## config.mk

```make
export PLATFORM = sky130hd
export DESIGN_NAME = multicycle_controller
export DESIGN_NICKNAME = d
export VERILOG_FILES = /design/src/rtl/rv_ctrl_pkg.sv /design/src/rtl/multicycle_controller_alu_decoder.sv /design/src/rtl/multicycle_controller.sv
export SDC_FILE = /design/constraint.sdc
export NUM_CORES = 1
export LEC_CHECK = 0
export ABC_AREA = 1
export ABC_CLOCK_PERIOD_IN_PS = 1300
export CAP_MARGIN = 20
export CELL_PAD_IN_SITES_DETAIL_PLACEMENT = 1
export CELL_PAD_IN_SITES_GLOBAL_PLACEMENT = 2
export CORE_MARGIN = 3
export CORE_UTILIZATION = 15
export CTS_CLUSTER_SIZE = 12
export DETAILED_ROUTE_END_ITERATION = 8
export PLACE_DENSITY_LB_ADDON = 0.3
export SYNTH_ARGS = -nofsm -noshare
export SYNTH_HDL_FRONTEND = slang
export SYNTH_HIERARCHICAL = 1
export SYNTH_SLANG_ARGS = --single-unit
export TNS_END_PERCENT = 20
```

## constraint.sdc

```tcl
create_clock -name clk -period 1.3 [get_ports clk]
set_input_delay 0.26 -clock clk [delete_from_list [all_inputs] [get_ports clk]]
set_output_delay 0.26 -clock clk [all_outputs]
set_load 0.03 [all_outputs]
```

## src/rtl/rv_ctrl_pkg.sv

```systemverilog
// Shared encodings for the multi-cycle RV32I controller: FSM states, opcodes,
// ALU operations and datapath mux selects.
package rv_ctrl_pkg;

    localparam logic [3:0] S_FETCH    = 4'd0;
    localparam logic [3:0] S_DECODE   = 4'd1;
    localparam logic [3:0] S_MEMADR   = 4'd2;
    localparam logic [3:0] S_MEMREAD  = 4'd3;
    localparam logic [3:0] S_MEMWB    = 4'd4;
    localparam logic [3:0] S_MEMWRITE = 4'd5;
    localparam logic [3:0] S_EXECUTER = 4'd6;
    localparam logic [3:0] S_EXECUTEI = 4'd7;
    localparam logic [3:0] S_ALUWB    = 4'd8;
    localparam logic [3:0] S_BEQ      = 4'd9;
    localparam logic [3:0] S_JAL      = 4'd10;
    localparam logic [3:0] S_TRAP     = 4'd11;

    localparam logic [6:0] OP_LW  = 7'b0000011;
    localparam logic [6:0] OP_SW  = 7'b0100011;
    localparam logic [6:0] OP_R   = 7'b0110011;
    localparam logic [6:0] OP_I   = 7'b0010011;
    localparam logic [6:0] OP_BEQ = 7'b1100011;
    localparam logic [6:0] OP_JAL = 7'b1101111;

    localparam logic [2:0] ALU_ADD = 3'b000;
    localparam logic [2:0] ALU_SUB = 3'b001;
    localparam logic [2:0] ALU_AND = 3'b010;
    localparam logic [2:0] ALU_OR  = 3'b011;
    localparam logic [2:0] ALU_SLT = 3'b101;

    localparam logic [1:0] ALUOP_ADD   = 2'b00;
    localparam logic [1:0] ALUOP_SUB   = 2'b01;
    localparam logic [1:0] ALUOP_FUNCT = 2'b10;

    localparam logic [1:0] SRCA_PC    = 2'b00;
    localparam logic [1:0] SRCA_OLDPC = 2'b01;
    localparam logic [1:0] SRCA_RS1   = 2'b10;

    localparam logic [1:0] SRCB_RS2   = 2'b00;
    localparam logic [1:0] SRCB_IMM   = 2'b01;
    localparam logic [1:0] SRCB_FOUR  = 2'b10;

    localparam logic [1:0] RES_ALUOUT = 2'b00;
    localparam logic [1:0] RES_DATA   = 2'b01;
    localparam logic [1:0] RES_ALU    = 2'b10;

    localparam logic [1:0] IMM_I = 2'b00;
    localparam logic [1:0] IMM_S = 2'b01;
    localparam logic [1:0] IMM_B = 2'b10;
    localparam logic [1:0] IMM_J = 2'b11;

    function automatic logic [1:0] imm_decode(input logic [6:0] op);
        logic [1:0] sel;
        case (op)
            OP_SW:   sel = IMM_S;
            OP_BEQ:  sel = IMM_B;
            OP_JAL:  sel = IMM_J;
            default: sel = IMM_I;
        endcase
        return sel;
    endfunction

endpackage

```

## src/rtl/multicycle_controller_alu_decoder.sv

```systemverilog
// ALU control decode from the FSM's alu_op and the instruction funct fields.
module alu_decoder
    import rv_ctrl_pkg::*;
(
    input  logic [1:0] alu_op,
    input  logic [2:0] funct3,
    input  logic       op_5,
    input  logic       funct7_5,
    output logic [2:0] alu_control
);

    always_comb begin
        alu_control = ALU_ADD;
        case (alu_op)
            ALUOP_ADD: alu_control = ALU_ADD;
            ALUOP_SUB: alu_control = ALU_SUB;
            default: begin
                case (funct3)
                    // Only R-type sets op[5]; addi with imm[10]=1 must stay an add.
                    3'b000:  alu_control = (op_5 & funct7_5) ? ALU_SUB : ALU_ADD;
                    3'b010:  alu_control = ALU_SLT;
                    3'b110:  alu_control = ALU_OR;
                    3'b111:  alu_control = ALU_AND;
                    default: alu_control = ALU_ADD;
                endcase
            end
        endcase
    end

endmodule

```

## src/rtl/multicycle_controller.sv

```systemverilog
// Sequencing FSM for the multi-cycle RV32I datapath: drives every mux select
// and write strobe, stalling on the memory-ready handshake.
module multicycle_controller
    import rv_ctrl_pkg::*;
#(
    parameter int unsigned STATE_W     = 4,
    parameter bit          TRAP_STICKY = 1'b1
) (
    input  logic       clk,
    input  logic       rst,
    input  logic [6:0] op,
    input  logic [2:0] funct3,
    input  logic [6:0] funct7,
    input  logic       zero,
    input  logic       mem_ready,
    output logic       pc_write,
    output logic       adr_src,
    output logic       mem_write,
    output logic       ir_write,
    output logic [1:0] result_src,
    output logic [1:0] alu_src_a,
    output logic [1:0] alu_src_b,
    output logic [1:0] imm_src,
    output logic [2:0] alu_control,
    output logic       reg_write,
    output logic       instr_done,
    output logic       illegal
);

    localparam logic [STATE_W-1:0] ST_FETCH    = STATE_W'(S_FETCH);
    localparam logic [STATE_W-1:0] ST_DECODE   = STATE_W'(S_DECODE);
    localparam logic [STATE_W-1:0] ST_MEMADR   = STATE_W'(S_MEMADR);
    localparam logic [STATE_W-1:0] ST_MEMREAD  = STATE_W'(S_MEMREAD);
    localparam logic [STATE_W-1:0] ST_MEMWB    = STATE_W'(S_MEMWB);
    localparam logic [STATE_W-1:0] ST_MEMWRITE = STATE_W'(S_MEMWRITE);
    localparam logic [STATE_W-1:0] ST_EXECUTER = STATE_W'(S_EXECUTER);
    localparam logic [STATE_W-1:0] ST_EXECUTEI = STATE_W'(S_EXECUTEI);
    localparam logic [STATE_W-1:0] ST_ALUWB    = STATE_W'(S_ALUWB);
    localparam logic [STATE_W-1:0] ST_BEQ      = STATE_W'(S_BEQ);
    localparam logic [STATE_W-1:0] ST_JAL      = STATE_W'(S_JAL);
    localparam logic [STATE_W-1:0] ST_TRAP     = STATE_W'(S_TRAP);

    logic [STATE_W-1:0] r_state;
    logic [STATE_W-1:0] w_next_state;
    logic [1:0]         w_alu_op;
    logic               w_pc_update;
    logic               w_branch;
    logic               w_ir_write;
    logic               w_mem_write;
    logic               w_reg_write;
    logic               w_instr_done;
    logic               w_illegal;
    logic               w_unused_funct7;

    assign w_unused_funct7 = ^{funct7[6], funct7[4:0]};

    always_ff @(posedge clk or negedge rst) begin
        if (!rst) begin
            r_state <= ST_FETCH;
        end else begin
            r_state <= w_next_state;
        end
    end

    always_comb begin
        w_next_state = ST_FETCH;
        adr_src      = 1'b0;
        result_src   = RES_ALUOUT;
        alu_src_a    = SRCA_PC;
        alu_src_b    = SRCB_RS2;
        w_alu_op     = ALUOP_ADD;
        w_ir_write   = 1'b0;
        w_pc_update  = 1'b0;
        w_branch     = 1'b0;
        w_mem_write  = 1'b0;
        w_reg_write  = 1'b0;
        w_instr_done = 1'b0;
        w_illegal    = 1'b0;
        case (r_state)
            ST_FETCH: begin
                alu_src_a    = SRCA_PC;
                alu_src_b    = SRCB_FOUR;
                result_src   = RES_ALU;
                w_ir_write   = mem_ready;
                w_pc_update  = mem_ready;
                w_next_state = mem_ready ? ST_DECODE : ST_FETCH;
            end
            ST_DECODE: begin
                alu_src_a = SRCA_OLDPC;
                alu_src_b = SRCB_IMM;
                case (op)
                    OP_LW, OP_SW: w_next_state = ST_MEMADR;
                    OP_R:         w_next_state = ST_EXECUTER;
                    OP_I:         w_next_state = ST_EXECUTEI;
                    OP_BEQ:       w_next_state = ST_BEQ;
                    OP_JAL:       w_next_state = ST_JAL;
                    default:      w_next_state = ST_TRAP;
                endcase
            end
            ST_MEMADR: begin
                alu_src_a    = SRCA_RS1;
                alu_src_b    = SRCB_IMM;
                w_next_state = op[5] ? ST_MEMWRITE : ST_MEMREAD;
            end
            ST_MEMREAD: begin
                adr_src      = 1'b1;
                w_next_state = mem_ready ? ST_MEMWB : ST_MEMREAD;
            end
            ST_MEMWB: begin
                result_src   = RES_DATA;
                w_reg_write  = 1'b1;
                w_instr_done = 1'b1;
            end
            ST_MEMWRITE: begin
                adr_src      = 1'b1;
                w_mem_write  = 1'b1;
                w_instr_done = mem_ready;
                w_next_state = mem_ready ? ST_FETCH : ST_MEMWRITE;
            end
            ST_EXECUTER: begin
                alu_src_a    = SRCA_RS1;
                alu_src_b    = SRCB_RS2;
                w_alu_op     = ALUOP_FUNCT;
                w_next_state = ST_ALUWB;
            end
            ST_EXECUTEI: begin
                alu_src_a    = SRCA_RS1;
                alu_src_b    = SRCB_IMM;
                w_alu_op     = ALUOP_FUNCT;
                w_next_state = ST_ALUWB;
            end
            ST_ALUWB: begin
                w_reg_write  = 1'b1;
                w_instr_done = 1'b1;
            end
            ST_BEQ: begin
                alu_src_a    = SRCA_RS1;
                alu_src_b    = SRCB_RS2;
                w_alu_op     = ALUOP_SUB;
                w_branch     = 1'b1;
                w_instr_done = 1'b1;
            end
            ST_JAL: begin
                // PC <= alu_out (target from DECODE) while the ALU forms old_pc+4 for rd.
                alu_src_a    = SRCA_OLDPC;
                alu_src_b    = SRCB_FOUR;
                w_pc_update  = 1'b1;
                w_next_state = ST_ALUWB;
            end
            ST_TRAP: begin
                w_illegal    = 1'b1;
                w_next_state = TRAP_STICKY ? ST_TRAP : ST_FETCH;
            end
            default: w_next_state = ST_FETCH;
        endcase
    end

    alu_decoder u_alu_decoder (
        .alu_op      (w_alu_op),
        .funct3      (funct3),
        .op_5        (op[5]),
        .funct7_5    (funct7[5]),
        .alu_control (alu_control)
    );

    assign imm_src = imm_decode(op);

    // Reset gates the strobes combinationally so they drop the instant rst falls.
    assign pc_write   = rst & (w_pc_update | (w_branch & zero));
    assign ir_write   = rst & w_ir_write;
    assign mem_write  = rst & w_mem_write;
    assign reg_write  = rst & w_reg_write;
    assign instr_done = rst & w_instr_done;
    assign illegal    = rst & w_illegal;

endmodule

```

==> results of run 1 <==
synthesized netlist by cell type, types with 2 or more instances:
cell type   n
o21ai_1     2
nor2_4      3
nand2_1    19
dfrtp_1     4
nand2_2     6
o21ai_0     4
inv_1      18
o211ai_1    2
nand3_1     7
nand3b_1    2
nor2_1     19
a21oi_1     2
a31oi_1     2
inv_2       4
worst paths after layout:
| kind | endpoint | slack [ns] | cells after the start |
|---|---|---|---|
| min reg2reg | r_state[3] | 0.74 | 3 |
| max in group asynchronous | r_state[0] | 0.84 | 2 |
| max reg2reg | r_state[0] | -0.11 | 8 |
| min in group clk | r_state[0] | 0.68 | 5 |
| max | pc_write | -0.36 | 5 |
| min | r_state[3] | 0.35 | 2 |
power by group:
part / switching (mW) / total [mW] / internal, mW
combinational: 1.16 / 2.12 / 0.956
clock: 0.0547 / 0.251 / 0.197
sequential: 0.0787 / 0.265 / 0.187
total: 1.29 / 2.63 / 1.34
routing by layer:
layer,vias up,global-route usage
met2,23,0.2032
li1,437,-
met1,378,0.1321
met3,0,0.01518
met4,0,0.01523
met5,-,0
worst max-delay path, delay by kind of cell (launching register included):
family          cells  cell delay, ns
compound gates      1            0.16
flops               1            0.41
simple gates        2            0.31
buf+inv             2            0.31
cells by family after synthesis:
family | Yosys count
AO/OA/AOI/OAI | 13
buffers and inverters | 23
flip-flops | 4
AND/OR/NAND/NOR | 59
what timing repair did:
item	4_1_cts	5_1_grt
resized for setup	21	10
pin swaps	9	4
endpoints found under the setup margin	19	22
buffers inserted	5	0
layout make-up:
cell class | count | area, sq um
clock buffers | 3 | 41.29
multi-input cells | 72 | 459.2
well taps | 46 | 57.56
repair buffers | 62 | 544.3
fillers | 455 | 2152
flip-flops and latches | 4 | 101.3
inverters | 23 | 86.33
per-stage QoR:
stage                     TNS [ns]  hold WS, ns
after global routing        -7.415       0.3690
after detailed placement    -3.415       0.5711
after CTS                   -5.652       0.3502
after floorplan            -0.9580     -0.03559
after global placement      -2.970       0.5598
final                       -5.614       0.3458
==> metrics.md, run 1 <==
| Metric | Value |
|---|---|
| CP required | 1.04 ns |
| Dpl ws | -0.3205 ns |
| Critical path class | flop to output pin |
| Worst stage delay on the critical path | 0.41 ns |
| Outcome | finished, violations left |
| Commonest non-fill, non-tap cells in the layout | buf_4 (36), inv_1 (17), nand2_1 (14), nor2_1 (14), clkdlybuf4s50_1 (13) |
| Crit path DAT | 1.40 ns |
| Via density | 3.990 |
| Peak supply drop | 0.5071 mV |
| Final period utilization | 1.276 |
| DP Area | 1122 sq um |
| Worst path slowest cell | dfrtp_1 |
| Yosys warnings | 6 |
| Final Instance Count excl. Fillers | 210 |
| Hold Buf Count CTS | 0 |
| Row count | 21 |
| Dominant cells by area after synthesis | dfrtp_1 (18%), nand2_1 (13%), nor2_1 (13%) |
| Slew at the pin closest to its max-slew limit | 0.3004 ns |
| Post-Synth Adder-Cell Area | 0 |
| Met1 Wirelength | 915 microns |
| Post-synthesis xor/xnor area fraction | 0 |
| Post-Syn Instances | 99 |
| Post-Syn Area | 549.3 sq um |
| Failing checks | negative setup slack |
| CP Launch Type | flop |
| Final setup vio count | 21 |
| Top Registers | r_state: 4 flops |
| Hold Vio Cnt, Final | 0 |
| Total power draw | 2.633 mW |
| Post-route DRC | 0 |
| Clock period minus worst slack | 1.659 ns |
| Chip height | 66.52 microns |
| CTS tree | yes |
| DR WL met3 | 125 microns |
| Area Growth Syn to Fin | 134.9% |
| F_max | 0.6027 GHz |
| Synth Flop Type | dfrtp_1 |
| TritonCTS Buffers | 3 |
| Worst-Skew Late Latency | 0.21 ns |
| CP Max Fanout | 5 |
| Register area share after synthesis | 0.1822 |
| Die W | 66.52 microns |
| Largest register FFs | 4 |
| Full die area | 4424 sq um |
| R2r startpoint | r_state[3] |
| DP HPWL | 1875 microns |
| CP cell instances | buf_4, nor2_4, nand3_2, a31oi_2, buf_6 |
| Syn_nets | 120 |
| Share of cells above drive strength 1 | 0.5366 |
| Setup crit end kind | output pin |
| Top reg by flops | r_state |
| Met2 routed WL | 1190 microns |
| Simple logic cell fraction of the synthesized area | 0.5216 |
| Commonest non-fill, non-tap cell in the layout | buf_4 |
| Max layer used | met3 |
| First-pass GRT wire length | 3815 microns |
| Power density of the placed cells | 2041 nW/um^2 |
| Slew Viols, Final | 0 |
| Placed cells | 203 |
| Slack of the critical path | -0.3591 ns |
| Layout Nets | 187 |
| Final Routed Wirelength | 2230 microns |
| DR pass1 iterations | 4 |
| Worst min path class | input port to asynchronous set/reset pin |
| Max-Cap Viols | 0 |
| ANT cells | 0 |
| Post-route ant nets | 0 |
| Worst-path clk slew | 0.03 ns |
| Max clock buf depth | 2 |
| IO Port Bufs | 32 |
| I/O pin total | 39 |
| Cell taking the most area after synthesis | dfrtp_1 |
| Initial antenna violation count | 0 |
| Vias | 838 |
| Leakage | 0.6562 nW |
| Root Driver | clkbuf_8 |
| Critical Path Source | r_state[3] |
| Setup Skew | 0.003434 ns |
| Post-synthesis cell type count | 19 |
| Synth Area in Compound Gates | 0.1390 |
| Utilization after layout | 0.3748 |
| CTS H-tree depth | 1 |
| Starting DRT DRC Count | 11 |
| RSZ-0062 raised after global routing | yes |
| Post-synthesis mux area share | 0 |
| Vias in the first global route | 864 |
| Number of flops mapped to enable cells by yosys | 0 |
| CTS Sinks | 4 |
| Wirelength per Cell | 10.62 microns |
| Final Instance Area | 1290 sq um |
| Share of the synthesized area in the top cell type | 0.1822 |
| Synth async-reset ratio | 1.000 |
| Placer Congestion | 0.7855 |
| Gr ovfl total | 0 |
| Slew headroom | 0.7995 |
| Total track usage | 0.1085 |
| Placeable Area | 3442 sq um |
| Largest family of logic cells by synthesized area | simple AND/OR/NAND/NOR gates |
| Register bit total from synthesis | 4 |
| Mean post-synth cell area | 5.548 sq um |
| Largest net degree at the start of global routing | 7 |
| Initial Util | 0.1596 |
Note: power is estimated with default switching activity, not from simulation.
==> run 2: changes to the inputs <==
- PLACE_DENSITY: unset -> 0.87
- PLACE_DENSITY_LB_ADDON: 0.3 -> unset
==> run 2 against run 1 <==
Critical path depth increased by 2. Via count decreased by 0.12%. Routed wire length increased by 2.8%. The flow still finishes with violations (negative setup slack). Utilization decreased by 2.0 points.
==> metrics.md, run 2 (synthesis results as in run 1) <==
| Metric | Value |
|---|---|
| Top Registers | r_state: 4 flops |
| Crit path max-delay family | buffers and inverters |
| IO Port Bufs | 32 |
| Placeable Area | 3442 sq um |
| CTS H-tree depth | 1 |
| Critical path class | flop to output pin |
| Row count | 21 |
| Power density of the placed cells | 2040 nW/um^2 |
| F_max | 0.6125 GHz |
| Critical Path Source | r_state[2] |
| Layout Nets | 179 |
| Worst-path clk slew | 0.03 ns |
| Worst-Skew Late Latency | 0.22 ns |
| DP Area | 1085 sq um |
| Clock share of power | 0.106 |
| Slew headroom | 0.8128 |
| Top reg by flops | r_state |
| P_sw | 1.279 mW |
| Combinational Power Share | 0.777 |
| CTS tree | yes |
| Critical path depth | 7 |
| Die W | 66.52 microns |
| Worst R2R End | r_state[2] |
| Starting DRT DRC Count | 13 |
| CP cell instances | inv_2, nand2_2, inv_2, buf_4, nand2_2, nor2_1, buf_4 |
| DR pass1 iterations | 4 |
| Placer Congestion | 0.7877 |
| Sw frac | 0.5127 |
| Worst stage delay on the critical path | 0.44 ns |
| Max clock buf depth | 2 |
| Crit path DAT | 1.37 ns |
| Area Growth Syn to Fin | 122.6% |
| CP required | 1.04 ns |
| Largest register FFs | 4 |
| Hold Vio Cnt, Final | 0 |
| Full die area | 4424 sq um |
| CTS Sinks | 4 |
| Pint | 1.215 mW |
| Wirelength per Cell | 11.35 microns |
| CP Launch Type | flop |
| Slew at the pin closest to its max-slew limit | 0.2805 ns |
| Setup Skew | 0.006010 ns |
| Peak supply drop | 0.3180 mV |
| Final Routed Wirelength | 2293 microns |
| Max-Cap Viols | 0 |
| # fillers | 444 |
| Worst min path class | input port to asynchronous set/reset pin |
| Slack of the critical path | -0.3328 ns |
| Vias | 837 |
| Utilization after layout | 0.3551 |
| Final Instance Area | 1222 sq um |
| CP Max Fanout | 3 |
| Failing checks | negative setup slack |
| Worst path slowest cell | dfrtp_2 |
| DP HPWL | 1989 microns |
| I/O pin total | 39 |
| Final period utilization | 1.256 |
| Total track usage | 0.1159 |
| ANT cells | 0 |
| Commonest non-fill, non-tap cell in the layout | buf_4 |
| Slew Viols, Final | 0 |
| Commonest non-fill, non-tap cells in the layout | buf_4 (29), inv_1 (15), nor2_1 (14) |
| First-pass GRT wire length | 3905 microns |
| TritonCTS Buffers | 3 |
| CP endpoint | illegal |
| Flop-to-flop setup slack | 0.01 ns |
| Outcome | finished, violations left |
| RSZ-0062 raised after global routing | yes |
| Share of cells above drive strength 1 | 0.5385 |
| Root Driver | clkbuf_8 |
| Gr ovfl total | 0 |
| Final setup vio count | 18 |
| Sequential power share | 0.116 |
| Post-route DRC | 0 |
| Initial Util | 0.1596 |
| Total power draw | 2.494 mW |
| Largest net degree at the start of global routing | 7 |
| Setup crit end kind | output pin |
| Post-route ant nets | 0 |
| R2R cell count | 9 |
| Chip height | 66.52 microns |
| Via density | 4.144 |
| Clock period minus worst slack | 1.633 ns |
| R2r startpoint | r_state[1] |
| Initial antenna violation count | 0 |
| Crit path buf inv count | 4 |
| Leakage | 0.6140 nW |
| Vias in the first global route | 936 |
## run 2: cell count changes in the layout (fill, tap and decap cells not counted), sizes merged
cell / change
dlygate4sd2: +1
clkdlybuf4s50: -1
buf: -8
## run 2: worst min path at each step
stage                 endpoint  startpoint  slack (ns)
floorplan           r_state[0]         rst       -0.04
global placement    r_state[2]         rst        0.56
detailed placement  r_state[1]         rst        0.56
global route        r_state[1]         rst        0.34
CTS                 r_state[1]         rst        0.33
finish              r_state[1]         rst        0.33
## run 2: area by class of cell
cell class,instances,area [sq um],area share
clock buffers,3,41.29,0.03378
well taps,46,57.56,0.04708
flip-flops and latches,4,103.9,0.08495
repair buffers,54,479.2,0.3920
multi-input cells,72,452.9,0.3705
inverters,23,87.58,0.07165
## run 2: what timing repair did
action	4_1_cts	5_1_grt
setup endpoints to repair	21	22
resized for setup	28	8
pin swaps	5	2
hold buffers	0	0
setup buffers	1	0
## run 2: power by group through the flow
stage / Sequential, mW / Combinational (mW) / Clock (mW)
after floorplan: 0.258 / 1.04 / 0
after global placement: 0.266 / 1.72 / 0
after detailed placement: 0.266 / 1.77 / 0
after CTS: 0.291 / 1.92 / 0.270
after global routing: 0.306 / 2.10 / 0.278
final: 0.290 / 1.94 / 0.265
## run 2: metal layers
layer,routed length [microns],track usage
met1,922,0.1294
met2,1221,0.2094
met3,113,0.02192
met4,36,0.05330
met5,0,0
## run 2: through the flow
stage	std cells	setup WS, ns	hold WS (ns)	setup TNS (ns)
2_1_floorplan	99	-0.1207	-0.03559	-0.9580
3_3_place_gp	198	-0.3265	0.5570	-3.252
3_5_place_dp	198	-0.4037	0.5621	-4.005
4_1_cts	202	-0.3350	0.3297	-4.737
5_1_grt	202	-0.3959	0.3362	-6.122
6_report	202	-0.3328	0.3262	-4.587
